<file path="config.mk">
export PLATFORM = sky130hd
export DESIGN_NAME = inout_sram_port_ctrl
export DESIGN_NICKNAME = d
export VERILOG_FILES = /design/src/rtl/inout_sram_port_ctrl.sv
export SDC_FILE = /design/constraint.sdc
export NUM_CORES = 1
export LEC_CHECK = 0
export BUFFER_PORTS_ARGS = -buffer_cell sky130_fd_sc_hd__buf_2
export CORE_MARGIN = 5
export CORE_UTILIZATION = 40
export CTS_BUF_LIST = sky130_fd_sc_hd__clkbuf_16
export DETAILED_ROUTE_END_ITERATION = 8
export GPL_ROUTABILITY_DRIVEN = 0
export PLACE_DENSITY = 0.79
export SYNTH_ARGS = -nofsm -noshare
export SYNTH_HDL_FRONTEND = slang
export SYNTH_SLANG_ARGS = --single-unit
</file>
<file path="constraint.sdc">
create_clock -name clk -period 4.4 [get_ports clk]
set_input_delay 0.88 -clock clk [delete_from_list [all_inputs] [get_ports clk]]
set_output_delay 0.88 -clock clk [all_outputs]
set_load 0.02 [all_outputs]
</file>
<file path="src/rtl/inout_sram_port_ctrl.sv">
// Port controller for the dual-port InOut activation SRAM: port A takes a write stream,
// port B serves read requests whose data returns through a 2-entry skid buffer.
module inout_sram_port_ctrl #(
    parameter int ADDR_W = 15,
    parameter int DATA_W = 16
) (
    input  logic              clk,
    input  logic              rst,
    input  logic              wr_valid,
    output logic              wr_ready,
    input  logic [ADDR_W-1:0] wr_addr,
    input  logic [DATA_W-1:0] wr_data,
    input  logic              rd_req_valid,
    output logic              rd_req_ready,
    input  logic [ADDR_W-1:0] rd_req_addr,
    output logic              rd_valid,
    input  logic              rd_ready,
    output logic [DATA_W-1:0] rd_data,
    output logic [ADDR_W-1:0] sram_a_addr,
    output logic [DATA_W-1:0] sram_a_di,
    output logic              sram_a_cs,
    output logic              sram_a_wen,
    output logic              sram_a_oe,
    output logic [ADDR_W-1:0] sram_b_addr,
    output logic [DATA_W-1:0] sram_b_di,
    output logic              sram_b_cs,
    output logic              sram_b_wen,
    output logic              sram_b_oe,
    input  logic [DATA_W-1:0] sram_b_do,
    output logic [15:0]       conflict_cnt,
    output logic              idle
);

    logic              inflight_q, inflight_d;
    logic [1:0]        fifo_cnt_q, fifo_cnt_d;
    logic              wr_ptr_q, wr_ptr_d;
    logic              rd_ptr_q, rd_ptr_d;
    logic [DATA_W-1:0] fifo_mem_q [2];
    logic [DATA_W-1:0] fifo_mem_d [2];
    logic [15:0]       conflict_cnt_q, conflict_cnt_d;

    logic wr_fire;
    logic conflict;
    logic rd_fire;
    logic fifo_empty;
    logic pop;
    logic pop_fifo;
    logic push;
    logic [2:0] occupancy;

    always_comb begin
        wr_ready   = !rst;
        wr_fire    = wr_valid & wr_ready;
        conflict   = wr_fire & rd_req_valid & (rd_req_addr == wr_addr);
        occupancy  = {1'b0, fifo_cnt_q} + {2'b00, inflight_q};
        rd_req_ready = !rst & !conflict & (occupancy < 3'd2);
        rd_fire    = rd_req_valid & rd_req_ready;

        // rd_valid is masked during reset so nothing leaves the buffer while it is being flushed
        fifo_empty = (fifo_cnt_q == 2'd0);
        rd_valid   = !rst & (!fifo_empty | inflight_q);
        rd_data    = fifo_empty ? sram_b_do : fifo_mem_q[rd_ptr_q];
        pop        = rd_valid & rd_ready;
        pop_fifo   = pop & !fifo_empty;
        push       = inflight_q & !(fifo_empty & pop);

        inflight_d  = rd_fire;
        fifo_cnt_d  = fifo_cnt_q + {1'b0, push} - {1'b0, pop_fifo};
        wr_ptr_d    = wr_ptr_q ^ push;
        rd_ptr_d    = rd_ptr_q ^ pop_fifo;
        fifo_mem_d  = fifo_mem_q;
        if (push) begin
            fifo_mem_d[wr_ptr_q] = sram_b_do;
        end

        conflict_cnt_d = conflict_cnt_q;
        if (conflict && (conflict_cnt_q != 16'hFFFF)) begin
            conflict_cnt_d = conflict_cnt_q + 16'd1;
        end
    end

    always_ff @(posedge clk) begin
        if (rst) begin
            inflight_q     <= 1'b0;
            fifo_cnt_q     <= 2'd0;
            wr_ptr_q       <= 1'b0;
            rd_ptr_q       <= 1'b0;
            fifo_mem_q[0]  <= '0;
            fifo_mem_q[1]  <= '0;
            conflict_cnt_q <= 16'd0;
        end else begin
            inflight_q     <= inflight_d;
            fifo_cnt_q     <= fifo_cnt_d;
            wr_ptr_q       <= wr_ptr_d;
            rd_ptr_q       <= rd_ptr_d;
            fifo_mem_q     <= fifo_mem_d;
            conflict_cnt_q <= conflict_cnt_d;
        end
    end

    // Port A is write-only, port B is read-only
    assign sram_a_cs    = wr_fire;
    assign sram_a_wen   = !wr_fire;
    assign sram_a_addr  = wr_addr;
    assign sram_a_di    = wr_data;
    assign sram_a_oe    = 1'b0;

    assign sram_b_cs    = rd_fire;
    assign sram_b_wen   = 1'b1;
    assign sram_b_addr  = rd_req_addr;
    assign sram_b_di    = '0;
    assign sram_b_oe    = 1'b1;

    assign conflict_cnt = conflict_cnt_q;
    assign idle         = !inflight_q & (fifo_cnt_q == 2'd0);

endmodule

</file>
==> results.json <==
{
  "outcome": "finished clean",
  "netlist_area_sq_um": 3280,
  "yosys.cell_count.top_type": "buf_4",
  "io_pins": 171,
  "post_cts_resized": 0,
  "powerDensity_nw_per_um2": 383,
  "numCtsBuffers": 5,
  "path_max_fanout": 3,
  "synthTopCellsByCount": "buf_4 (65), nor2_1 (61), dfxtp_1 (53)",
  "hold_path_class": "reg -> reg",
  "synth.avg_cell_area_sq_um": 8.62,
  "peakVddDrop_uv": 169,
  "leakage_nw": 1.59,
  "grt_pass1_wl_mm": 11.2,
  "slew_headroom_pct": 30.5,
  "yosysWarnings": 0,
  "start_kind": "input port",
  "tritoncts": "done",
  "synth_flop_cell": "dfxtp_1",
  "htree_num_levels": 2,
  "grt_antenna_before_repair": 0,
  "finalCriticalPeriod_ns": 2.89,
  "grt_use_total_pct": 13.6,
  "slowest_stage": "nor4_2",
  "post-cts-setup-buffers": 0,
  "synthArstFlopShare_pct": 0,
  "area_growth_pct": 11.5,
  "io_buffers": 119,
  "clk_pin_slew_ns": 0.07,
  "start_util_pct": 40.5,
  "rsz0062_at_grt": "no",
  "worst_setup_path_end_kind": "output port",
  "cap_violations": 0,
  "setup_tns_ns": 0,
  "timing.hold.ws_ns": 0.494,
  "wl_met3_um": 383,
  "min_to": "conflict_cnt[14]",
  "max_freq_ghz": 0.346,
  "highest_layer": "met4",
  "min_path_cells": 2,
  "core_area_sq_um": 8090,
  "clk_latency_ns": 0.29,
  "antenna_cells": 0,
  "num_rows": 33,
  "worst_ep_arrival_time_ns": 2.01,
  "worstHoldStart": "conflict_cnt[14]",
  "critPathRequiredTime_ns": 3.52,
  "grt_pass1_vias": 2411,
  "drtAntennaViolNets": 0,
  "wl_per_cell_um": 13.3,
  "drtIter0Drc": 43,
  "root_buffer": "clkbuf_16",
  "gr-total-overflow": 0,
  "yosysTopAreaCellShare_pct": 32.4,
  "drtPass1Iterations": 4,
  "wl_met1_mm": 3.27,
  "final_core_util_pct": 45.1,
  "rr_endpoint": "fifo_mem_q[20]",
  "r2r_setup_slack_ns": 1.86,
  "synth_edf_count": 0,
  "path_common_cell": "buf_2",
  "vias_per_cell": 4.88,
  "ys_types": 42,
  "slew_violations": 0,
  "drive_gt1_share_pct": 32.1,
  "ys_top_cells_by_area": "dfxtp_1 (32%), mux2i_1 (15%), buf_4 (15%)",
  "vias": 2667,
  "worstMarginPinSlew_ns": 1.04,
  "hold_buffers": 0,
  "drc": 0,
  "reg2reg_depth": 5,
  "dr_wl_met2_mm": 3.59,
  "path_class": "in -> out",
  "period_share_pct": 65.6,
  "worstPathCellList": "buf_2, xor2_1, nor4_2, nand4_2, nand2_1, nor4b_1, buf_2",
  "setup_violations": 0,
  "synth_cells": 380,
  "yosys.area.top_type": "dfxtp_1",
  "hold_viol_final": 0,
  "max_stage_delay_ns": 0.32,
  "skew_ns": 0.00360,
  "die_x_um": 101,
  "yosysSeqAreaShare_pct": 32.4,
  "clock-sinks": 53,
  "totalPowerFinal_mw": 1.40,
  "fin_nets": 513,
  "wirelength_mm": 7.29,
  "ys_ff_latch": 53,
  "die_h_um": 101,
  "place.detailed.hpwl_mm": 5.48,
  "rr_startpoint": "fifo_cnt_q[1]",
  "die-area_sq_um": 10100,
  "clockBufferDepth": 2,
  "grt_max_degree": 53
}
## worst max path at each step
stage / cells past startpoint / startpoint / end / slack (ns)
floorplan: 7 / wr_addr[12] / sram_b_cs / 1.19
global placement: 7 / rst / fifo_mem_q[23] / 1.49
detailed placement: 7 / rst / fifo_mem_q[29] / 1.39
CTS: 7 / wr_addr[11] / sram_b_cs / 1.49
global route: 7 / wr_addr[11] / sram_b_cs / 1.40
finish: 7 / wr_addr[11] / sram_b_cs / 1.51
## power breakdown
part	total (mW)	switching, mW	internal, mW
clock network	0.398	0.184	0.214
logic	0.467	0.299	0.168
registers	0.535	0.0315	0.503
## cell usage in the layout (no fill, tap or decap), types with 2 or more instances in the layout
| cell type | n |
|---|---|
| buf_2 | 119 |
| nor2_1 | 61 |
| dfxtp_1 | 53 |
| mux2i_1 | 49 |
| a21oi_1 | 21 |
| conb_1 | 19 |
| xor2_1 | 17 |
| nand2_1 | 14 |
| nor2b_1 | 6 |
| inv_1 | 5 |
| nand3_1 | 5 |
| or4_1 | 5 |
| ha_1 | 5 |
| clkbuf_16 | 5 |
| or2_2 | 4 |
| nor4_2 | 4 |
| nor4b_1 | 4 |
| mux2_2 | 4 |
| nor3_1 | 3 |
| and4_1 | 3 |
| o31ai_1 | 3 |
| o21ai_0 | 3 |
| o311ai_0 | 3 |
| o41ai_1 | 3 |
| and3_1 | 2 |
| nand4_1 | 2 |
| nor4_1 | 2 |
| or3_1 | 2 |
| buf_4 | 2 |
## layout make-up
cell class	count	area [sq um]
Clock inverter	3	25.0
Tap cell	105	131
Clock buffer	5	125
Multi-Input combinational cell	254	1680
Inverter	6	22.5
Timing Repair Buffer	121	611
Fill cell	814	4440
Sequential cell	53	1060
## flip-flops by register name (all words and copies together) (netlist names)
register,count
fifo_mem_q,32
fifo_cnt_q,2
conflict_cnt,16
inflight_q,1
rd_ptr_q,1
wr_ptr_q,1
## kinds of logic after synthesis
| kind of cell | count (synthesis) | synth area share, % |
|---|---|---|
| adder cells (fa/ha/maj) | 5 | 1.91 |
| multiplexers | 53 | 16.3 |
| buffers and inverters | 90 | 18.4 |
| flip-flops | 53 | 32.4 |
| AND/OR/NAND/NOR | 122 | 19.1 |
| AO/OA/AOI/OAI | 37 | 6.91 |
| other | 2 | 0.229 |
| XOR/XNOR | 18 | 4.81 |
## worst max-delay path: cells and delay by family
kind	cells	cell delay [ns]
XOR/XNOR	1	0.17
AND/OR/NAND/NOR	4	0.69
buffers and inverters	2	0.28
## per-layer routing
metal	vias up	GRT usage, %
met2	63	22.7
li1	1334	-
met1	1260	17.5
met3	10	2.98
met5	-	0
met4	0	3.94
## stage by stage
step	setup slack (ns)	instances	instance area (sq um)
final	1.51	547	3650
after global routing	1.40	547	3650
after CTS	1.49	547	3650
after detailed placement	1.39	539	3500
after global placement	1.49	539	3500
after floorplan	1.19	397	3340
(Power assumes the default switching activity.)
